==> config.mk <==
export PLATFORM = sky130hd
export DESIGN_NAME = vco_freq_counter
export DESIGN_NICKNAME = d
export VERILOG_FILES = /design/src/rtl/vco_freq_counter.sv
export SDC_FILE = /design/constraint.sdc
export NUM_CORES = 1
export LEC_CHECK = 0
export CORE_MARGIN = 2
export CORE_UTILIZATION = 45
export CTS_CLUSTER_DIAMETER = 50
export DETAILED_ROUTE_END_ITERATION = 10
export PLACE_DENSITY = 0.65
export SYNTH_ARGS = -nofsm -noshare
export SYNTH_HDL_FRONTEND = slang
export SYNTH_SLANG_ARGS = --single-unit
==> constraint.sdc <==
create_clock -name clk -period 5.9 [get_ports clk]
set_input_delay 0.59 -clock clk [delete_from_list [all_inputs] [get_ports clk]]
set_output_delay 0.59 -clock clk [all_outputs]
set_load 0.01 [all_outputs]
==> src/rtl/vco_freq_counter.sv <==
// Multi-channel VCO frequency counter: counts synchronized rising edges of each osc_in bit over a gated window.
// Optional macro VCO_FREQ_COUNTER_CONTINUOUS_EN adds a 'cont' input for back-to-back measurement windows.
module vco_freq_counter #(
  parameter int NUM_CH = 2,
  parameter int CNT_W  = 16,
  parameter int GATE_W = 16,
  localparam int SEL_W = (NUM_CH > 1) ? $clog2(NUM_CH) : 1
) (
  input  logic              clk,
  input  logic              rst,
  input  logic [NUM_CH-1:0] osc_in,
  input  logic [GATE_W-1:0] gate_len,
  input  logic              start,
  input  logic              abort,
`ifdef VCO_FREQ_COUNTER_CONTINUOUS_EN
  input  logic              cont,
`endif
  input  logic [SEL_W-1:0]  rd_sel,
  output logic [CNT_W-1:0]  rd_count,
  output logic              rd_ovf,
  output logic              busy,
  output logic              done,
  output logic              valid
);

  typedef enum logic [1:0] {IDLE, ARM, GATE, LATCH} state_t;

  state_t              state_q, state_d;
  logic                load_gate;
  logic                cont_req;
  logic [NUM_CH-1:0]   osc_meta, osc_sync, osc_prev, osc_rise;
  logic [GATE_W-1:0]   gate_cnt;
  logic [CNT_W-1:0]    cnt [NUM_CH];
  logic [NUM_CH-1:0]   ovf;
  logic [CNT_W-1:0]    res_cnt [NUM_CH];
  logic [NUM_CH-1:0]   res_ovf;

`ifdef VCO_FREQ_COUNTER_CONTINUOUS_EN
  assign cont_req = cont;
`else
  assign cont_req = 1'b0;
`endif

  always_ff @(posedge clk) begin
    if (rst) state_q <= IDLE;
    else     state_q <= state_d;
  end

  // A late abort cannot cancel LATCH: the results are already being committed.
  always_comb begin
    state_d   = state_q;
    load_gate = 1'b0;
    case (state_q)
      IDLE: begin
        if (start && !abort) begin
          state_d   = ARM;
          load_gate = 1'b1;
        end
      end
      ARM:  state_d = abort ? IDLE : GATE;
      GATE: begin
        if (abort)                          state_d = IDLE;
        else if (gate_cnt == GATE_W'(1))    state_d = LATCH;
      end
      LATCH: begin
        if (cont_req && !abort) begin
          state_d   = ARM;
          load_gate = 1'b1;
        end else begin
          state_d   = IDLE;
        end
      end
      default: state_d = IDLE;
    endcase
  end

  always_ff @(posedge clk) begin
    if (rst) begin
      osc_meta <= '0;
      osc_sync <= '0;
      osc_prev <= '0;
    end else begin
      osc_meta <= osc_in;
      osc_sync <= osc_meta;
      osc_prev <= osc_sync;
    end
  end

  assign osc_rise = osc_sync & ~osc_prev;

  // A zero length is promoted to one so the window always contains a GATE cycle.
  always_ff @(posedge clk) begin
    if (rst)                  gate_cnt <= '0;
    else if (load_gate)       gate_cnt <= (gate_len == '0) ? GATE_W'(1) : gate_len;
    else if (state_q == GATE) gate_cnt <= gate_cnt - GATE_W'(1);
  end

  always_ff @(posedge clk) begin
    if (rst) begin
      for (int i = 0; i < NUM_CH; i++) cnt[i] <= '0;
      ovf <= '0;
    end else if (state_q == ARM) begin
      for (int i = 0; i < NUM_CH; i++) cnt[i] <= '0;
      ovf <= '0;
    end else if (state_q == GATE) begin
      for (int i = 0; i < NUM_CH; i++) begin
        if (osc_rise[i]) begin
          if (&cnt[i]) ovf[i] <= 1'b1;
          else         cnt[i] <= cnt[i] + CNT_W'(1);
        end
      end
    end
  end

  always_ff @(posedge clk) begin
    if (rst) begin
      for (int i = 0; i < NUM_CH; i++) res_cnt[i] <= '0;
      res_ovf <= '0;
    end else if (state_q == LATCH) begin
      for (int i = 0; i < NUM_CH; i++) res_cnt[i] <= cnt[i];
      res_ovf <= ovf;
    end
  end

  // valid survives back-to-back windows; only a fresh start from IDLE clears it.
  always_ff @(posedge clk) begin
    if (rst) begin
      done  <= 1'b0;
      valid <= 1'b0;
    end else begin
      done <= (state_q == LATCH);
      if (state_q == LATCH)                    valid <= 1'b1;
      else if (state_q == IDLE && load_gate)   valid <= 1'b0;
    end
  end

  assign busy = (state_q != IDLE);

  always_comb begin
    rd_count = '0;
    rd_ovf   = 1'b0;
    if (int'(rd_sel) < NUM_CH) begin
      rd_count = res_cnt[rd_sel];
      rd_ovf   = res_ovf[rd_sel];
    end
  end

endmodule

## Yosys cells after proc, flatten, opt, wreduce, memory -nomap -nowiden

Memories as Yosys holds them, arrays and structs flattened.
Index checks and enable logic that the tools add are counted.

| storage, ports and cells | value |
|---|---|
| register bits after elaboration | 30 |
| memory bits (writable) | 64 |
| bits of input ports | 23 |
| output and inout port bits | 20 |
| logic and storage cells | 84 |
| memories | 2 |

Memories:

| memory | words | bits a word | rd ports | clocked after Yosys merged registers in | write ports | line | RTL |
|---|---|---|---|---|---|---|---|
| cnt | 2 | 16 | 2 | 0 | 2 | 33 | `logic [CNT_W-1:0] cnt [NUM_CH];` |
| res_cnt | 2 | 16 | 1 | 0 | 2 | 35 | `logic [CNT_W-1:0] res_cnt [NUM_CH];` |

| operators by class | value |
|---|---|
| add/sub/neg operators | 3 |
| order comparisons | 1 |
| equal/unequal tests | 6 |
| mux-type cells | 40 |
| bitwise logic cells | 8 |
| reductions and logical operators | 14 |

Operators by type and width:

| operator | number |
|---|---|
| two-way mux 16 bit | 9 |
| AND reduction 18 bit | 2 |
| adder 16 x 1 -> 16 bit, second input constant | 2 |
| AND reduction 16 bit | 2 |
| two-way mux 1 bit | 26 |
| == test 16 x 1 -> 1 bit, second input constant | 1 |
| logical NOT 16 bit | 1 |
| subtractor 16 x 1 -> 16 bit, second input constant | 1 |
| two-way mux 2 bit | 4 |
| one-hot mux 2 bit (4 select lines) | 1 |
| bitwise OR 1 bit | 6 |
| nonzero test 2 bit | 3 |
| == test 2 bit, second input constant | 2 |
| != test 3 bit, second input constant | 1 |
| AND 2 bit | 1 |
| == test 2 x 1 -> 1 bit, second input constant | 1 |
| logical AND 1 bit | 2 |
| logical NOT 2 bit | 1 |
| < comparator 1 x 2 -> 1 bit, second input constant | 1 |
| != test 2 bit, second input constant | 1 |
| inverter 2 bit | 1 |
| AND reduction 2 bit | 1 |
| OR reduction 2 bit | 1 |
| logical NOT 1 bit | 1 |

## Longest topological paths before layout

Gate-level depths: netlist (run 1).
An unclocked memory read counts as a cell.

| depth | value |
|---|---|
| depth in word-level cells | 9 |
| mapped depth | 6 |
| gate-level depth less buffers | 6 |

## Worst setup path after synthesis (run 1)

OpenSTA, ideal clock, no wires.

| timing | value |
|---|---|
| path type | register to register |
| start point | memory cnt[1][0], in the netlist cnt[0][16] |
| end point | memory cnt[1][0], in the netlist cnt[0][16] (enable) |
| setup time | 0.363 ns |
| arrival time | 2.036 ns |
| required time | 5.537 ns |
| path slack | 3.500 ns |
| cell stages (with the launch flop) | 7 |
| buffers on the path | 1 |
| period minus slack after synthesis | 2.400 ns |
| cells stage by stage | edfxtp_1 > ha_1 > nand2_1 > or3_1 > o21ai_1 > clkbuf_1 > nand2_1 |

RTL lines:

| what | line |
|---|---|
| from (decl) | 33 |

## Worst setup path in the final report (run 1)

| timing | value |
|---|---|
| start point | input port rd_sel |
| end point | output port rd_count[7] |

| on the way | value |
|---|---|
| longest elaborated chain between the ends | 1 |

Ends and longest elaborated chain:

| what | line | RTL |
|---|---|---|
| from (decl) | 18 | `input logic [SEL_W-1:0] rd_sel,` |
| memory read (2 x 16 bit) | - |  |
| to (decl) | 19 | `output logic [CNT_W-1:0] rd_count,` |

Every way passes these cells.

==> results of run 1 <==
-- worst max path at each step --
stage | from | to | slack, ps | cells after the start
global route | rd_sel | rd_count[7] | 2660 | 3
CTS | rd_sel | rd_count[6] | 2740 | 3
detailed placement | rd_sel | rd_count[6] | 2740 | 3
global placement | rd_sel | rd_count[6] | 2740 | 3
finish | rd_sel | rd_count[7] | 2740 | 3
floorplan | cnt[0][16] | cnt[0][16] | 3500 | 6
-- Yosys cell counts (12+ instances only) --
cell / n
a21oi_1: 39
clkbuf_1: 18
nand3_1: 13
mux2_2: 17
nor2_1: 14
nor3_1: 16
edfxtp_1: 64
dfxtp_1: 30
nand2_1: 18
nor4_1: 12
and2_1: 29
xnor2_1: 19
-- area by class of cell --
type,count,area [sq um]
multi-input combinational,286,1911
fill,888,4492
clock inverter,4,46.29
timing repair buffer,47,457.9
sequential,94,2522
inverter,9,33.78
tap,133,166.4
clock buffer,12,145.1
-- worst max-delay path, cell delays in order --
cell and delay (ps):
clkdlybuf4s50_1 1070, mux2_2 420, clkdlybuf4s50_1 490
-- per-layer routing --
| layer | GRT usage | up-vias |
|---|---|---|
| met5 | 0 | - |
| li1 | - | 1616 |
| met1 | 0.2509 | 1608 |
| met2 | 0.3021 | 94 |
| met3 | 0.02757 | 14 |
| met4 | 0.07915 | 0 |
-- power breakdown --
group	internal (uW)	switching (uW)	total, uW
Clock	207	219	425
Sequential	731	28.8	760
Combinational	60.3	61.1	121
-- registers in the layout, indices dropped and copies added (netlist names) --
signal / flops
gate_cnt: 16
valid: 1
osc_meta: 2
osc_prev: 2
res_cnt: 32
state_q: 2
res_ovf: 2
osc_sync: 2
done: 1
cnt: 32
ovf: 2
-- cell families (layout without fill, tap and decap cells) --
logic type	count (synthesis)	in the layout	share of synthesized area
and+or+nand+nor	156	156	0.2025
xor gates and xnor gates	29	29	0.05600
adders and majority gates	4	4	0.01103
DFF	94	94	0.5561
buffers and inverters	29	72	0.02427
AOI/OAI and AO/OA	80	80	0.1079
muxes	17	17	0.04221
-- metrics by stage --
step	util	power (uW)
after floorplan	-	838.8
after global placement	0.5209	891.2
after detailed placement	0.5209	894.9
after CTS	0.5405	1315
after global routing	0.5405	1359
final	0.5405	1307
==> impl_results.md, run 1 <==
* Crit start category: primary input
* Initial DRC Count at ~190
* EDFF count, synth at 64
* Worst-margin pin slew at ~1000 ps
* Hold Crit Start: osc_meta[1]
* Met2 WL at ~4.6 mm
* RR Endpoint: cnt[0][23]
* Synth top area cells: edfxtp_1, dfxtp_1, a21oi_1
* Cell taking the most area after synthesis: edfxtp_1
* # port buffers at 42
* Initial antenna violation count at 0
* Clock Skews at roughly 13 ps
* Maximum clock frequency at 0.3161 GHz
* Chip Height at 104.4 microns
* Final Hold Violating Endpoints at 0
* Clock tree sinks at 94
* Largest net degree at the start of global routing at 34
* Clock Path Buffers at 2
* Die Width at about 100 microns
* Worst hold margin at approximately 450 ps
* Area Growth Syn to Fin at 16.47%
* CTS clk-pin slew, worst paths at 90 ps
* WHS Endpoint: osc_sync[1]
* Total CTS buffers at 9
* Post-synth ARST share at 0
* Slew Limit Fails at 0
* Crit path DAT at about 2600 ps
* Yosys Warn Count at 0
* Final #Nets at roughly 470
* Via density at about 5.7
* Drt first pass iters at 4
* Boundary Pins at 43
* Mapped Nets at 436
* DRC violations left at 0
* Status: completed
* Worst-case reg-to-reg path depth at 6
* Hold WC Path Type: register to register
* HPWL after DPL at 6.574 mm
* Post-cts sizing count at 0
* MaxCap Viol Count at 0
* DRT Wirelength at around 10 mm
* Diodes inserted at 0
* Leakage Power at between 0.0015 and 0.002 uW
* Final ANT Viol Nets at 0
* Distinct cells, synth at 53
* Synthesized area per cell at 11.09 sq um
* Die area at between 10000 and 15000 sq um
* First-pass GRT wire length at roughly 16 mm
* Max-Slew Margin vs Limit at 0.3295
* Worst Path Required at between 5000 and 6000 ps
* CTS Hold Buffers Added at 0
* Pwr Density at approximately 250 nW/um^2
* Setup WS post-layout at 2737 ps
* Dpl cell area at just over 5000 sq um
* GPL Wtd Cong at between 0.8 and 0.9
* Sum Neg Setup Slack at 0 ps
* Most frequent cells in the layout: edfxtp_1, clkdlybuf4s50_1, a21oi_1
* Final cell count without fillers at between 500 and 600
* Seq cells post-synth at 94
* Root buffer cell: clkbuf_8
* CP max FO at 17
* Met1 WL at around 4.6 mm
* Fraction of layout cells with a size suffix above 1 at 0.1018
* Setup Buffers After CTS at 0
* Hold Path Cell Cnt at 1
* Cell count after synthesis at ~410
* Setup Viol. Count Final at 0
* Top_reg_cell synth: edfxtp_1
* FP Rows at 36
* RSZ-0062 raised after global routing: no
* Worst skew pair latency at around 360 ps
* Fin area at ~5300 sq um
* Vias at roughly 3300
* Worst R2R Start: cnt[0][16]
* Global-route usage over all layers at 0.1869
* R2r setup slk at between 3000 and 4000 ps
* Total congestion overflow at 0
* Cell area after synthesis at approximately 4500 sq um
* H-tree depth at 3
* Sequential-to-total area share from yosys stat at 0.5561
* Starting Density at 0.4640
* Setup crit end kind: output pin
* DP Worst Slack at 2736 ps
* CP Class: primary input to output pin
* WL per Instance at between 15 and 20 microns
* Detailed route wirelength on metal3 at 435 microns
* Number of global-route vias before repair at 3172
* DR top layer: met4
* # placed instances at ~570
* Maximum vdd drop at ~0.00011 V
* Final Cycle Share at 0.5361
* CTS tree: yes
* Core Box Area at between 9000 and 10000 sq um
* Synth top area share at 0.4237
* Commonest non-fill, non-tap cell in the layout: edfxtp_1
* Post-route minimum period at ~3200 ps
Power figures use the tool's default switching activity.
==> run 2, diff against run 1 <==
--- a/config.mk
+++ b/config.mk
@@ -9,7 +9,7 @@
 export CORE_UTILIZATION = 45
 export CTS_CLUSTER_DIAMETER = 50
 export DETAILED_ROUTE_END_ITERATION = 10
-export PLACE_DENSITY = 0.65
+export PLACE_DENSITY = 0.68
 export SYNTH_ARGS = -nofsm -noshare
 export SYNTH_HDL_FRONTEND = slang
 export SYNTH_SLANG_ARGS = --single-unit
==> constraint.sdc (replaced) <==
create_clock -name clk -period 2.67 [get_ports clk]
set_input_delay 0.267 -clock clk [delete_from_list [all_inputs] [get_ports clk]]
set_output_delay 0.267 -clock clk [all_outputs]
set_load 0.01 [all_outputs]
==> run 2 against run 1 <==
Critical path depth increased by 3. Clock-buffer cell count unchanged. Global-route usage decreased by 0.29 points. Sequential power increased by 120%. Die area unchanged. Worst hold slack got worse by 5.7 ps. Design area increased by 1.4%. Core utilization increased by 0.77 points. Non-clock buffer count increased by 8. Critical path type is now register to register.
==> impl_results.md, run 2 (synthesis results as in run 1) <==
* Status: completed
* Via density at 5.681
* H-tree depth at 3
* DRC violations left at 0
* Maximum clock frequency at around 0.44 GHz
* Worst-margin pin slew at roughly 670 ps
* Crit start category: register
* GPL Wtd Cong at 0.8808
* Cell chain of the critical path: inv_1 > ha_1 > or3b_1 > or3_1 > or4_1 > a311oi_1
* Final cell count without fillers at around 590
* CP Class: register to register
* CP max FO at 6
* Post-route minimum period at between 2000 and 2500 ps
* CTS clk-pin slew, worst paths at 100 ps
* Worst R2R Start: gate_cnt[0]
* Clock tree sinks at 94
* MaxCap Viol Count at 0
* Slowest stage delay, CP at a little over 500 ps
* Number of global-route vias before repair at roughly 3300
* R2r setup slk at roughly 380 ps
* Fillers at 875
* Final Cycle Share at 0.8590
* Max-Slew Margin vs Limit at 0.5482
* WHS Endpoint: osc_sync[0]
* Hold Crit Start: osc_meta[0]
* Worst-case reg-to-reg path depth at 6
* Boundary Pins at 43
* Chip Height at 104.4 microns
* RR Endpoint: gate_cnt[14]
* # port buffers at 42
* Biggest regs: cnt (32), res_cnt (32), gate_cnt (16)
* DRT Wirelength at 9.682 mm
* Hold Path Cell Cnt at 1
* RSZ-0062 raised after global routing: no
* Global-route usage over all layers at 0.1839
* Starting Density at 0.4640
* Critical Path Slowest Stage Cell: or4_1
* Initial antenna violation count at 0
* Post-cts sizing count at 0
* Die Width at approximately 100 microns
* Commonest non-fill, non-tap cell in the layout: edfxtp_1
* Core Box Area at ~10000 sq um
* First-pass GRT wire length at about 16 mm
* Worst Path Buf+Inv at 1
* Worst skew pair latency at about 360 ps
* Die area at 10900 sq um
* Crit path DAT at 2570 ps
* Final Hold Violating Endpoints at 0
* Hold WC Path Type: register to register
* Clock Skews at 12.98 ps
* Area Growth Syn to Fin at 18.12%
* Root buffer cell: clkbuf_8
* Crit-path leading delay family: simple AND/OR/NAND/NOR gates
* Setup Buffers After CTS at 0
* Sum Neg Setup Slack at 0 ps
* Worst Path Required at 2950 ps
* Total congestion overflow at 0
* Final ANT Viol Nets at 0
* Setup crit end kind: register
* HPWL after DPL at a little under 7 mm
* Fraction of layout cells with a size suffix above 1 at 0.1174
* FP Rows at 36
* Diodes inserted at 0
* Drt first pass iters at 5
* Most frequent cells in the layout: edfxtp_1, clkdlybuf4s50_1, a21oi_1
* WL per Instance at between 15 and 20 microns
* Largest net degree at the start of global routing at 34
* CTS Hold Buffers Added at 0
* Maximum vdd drop at 0.0002783 V
* Leakage Power at ~0.0018 uW
* Clock Path Buffers at 2
* Final #Nets at roughly 480
* Setup Viol. Count Final at 0
* Total CTS buffers at 9
* Pwr Density at between 500 and 600 nW/um^2
* Slew Limit Fails at 0
* CTS tree: yes
* Vias at roughly 3400
* Initial DRC Count at around 140
* # placed instances at roughly 580
[run 2: how the worst max path moves through the flow]
stage           startpoint      endpoint  cells after the start
3_3_place_gp   gate_cnt[0]  gate_cnt[14]                      6
5_1_grt        gate_cnt[5]    state_q[0]                      4
3_5_place_dp   gate_cnt[0]  gate_cnt[14]                      6
2_1_floorplan   cnt[0][16]    cnt[0][16]                      6
6_report       gate_cnt[0]  gate_cnt[14]                      6
4_1_cts        gate_cnt[0]  gate_cnt[14]                      6
[run 2: report_power, final]
| group | switching (uW) | total (uW) | internal [uW] | leakage [uW] |
|---|---|---|---|---|
| logic | 137 | 279 | 142 | 0.000792 |
| clock network | 490 | 913 | 423 | 0.0000997 |
| registers | 61.7 | 1680 | 1610 | 0.000911 |
| total | 689 | 2870 | 2180 | 0.00180 |
[run 2: cell type report]
class | count | area [sq um] | area share
flip-flops and latches | 94 | 2522 | 0.4708
repair buffers | 55 | 530.5 | 0.09902
multi-input cells | 286 | 1911 | 0.3566
well taps | 133 | 166.4 | 0.03106
clock buffers | 12 | 166.4 | 0.03106
clock inverters | 4 | 27.53 | 0.005138
inverters | 9 | 33.78 | 0.006305
[run 2: layer usage]
| layer | up-vias | global-route usage | share of wire |
|---|---|---|---|
| li1 | 1641 | - | - |
| met1 | 1607 | 0.2533 | 0.46 |
| met2 | 110 | 0.2993 | 0.47 |
| met3 | 11 | 0.03195 | 0.057 |
| met4 | 0 | 0.05116 | 0.010 |
| met5 | - | 0 | 0 |
[run 2: through the flow]
step             util  setup slack, ps  area, sq um  power (uW)  hold slack [ps]
2_1_floorplan       -            270.3         4536        1854            343.1
3_3_place_gp   0.5283            500.5         5164        1979            423.1
3_5_place_dp   0.5283            409.6         5164        1985            423.1
4_1_cts        0.5481            414.3         5358        2881            444.2
5_1_grt        0.5481            266.2         5358        2975            462.8
6_report       0.5481            376.3         5358        2867            441.3
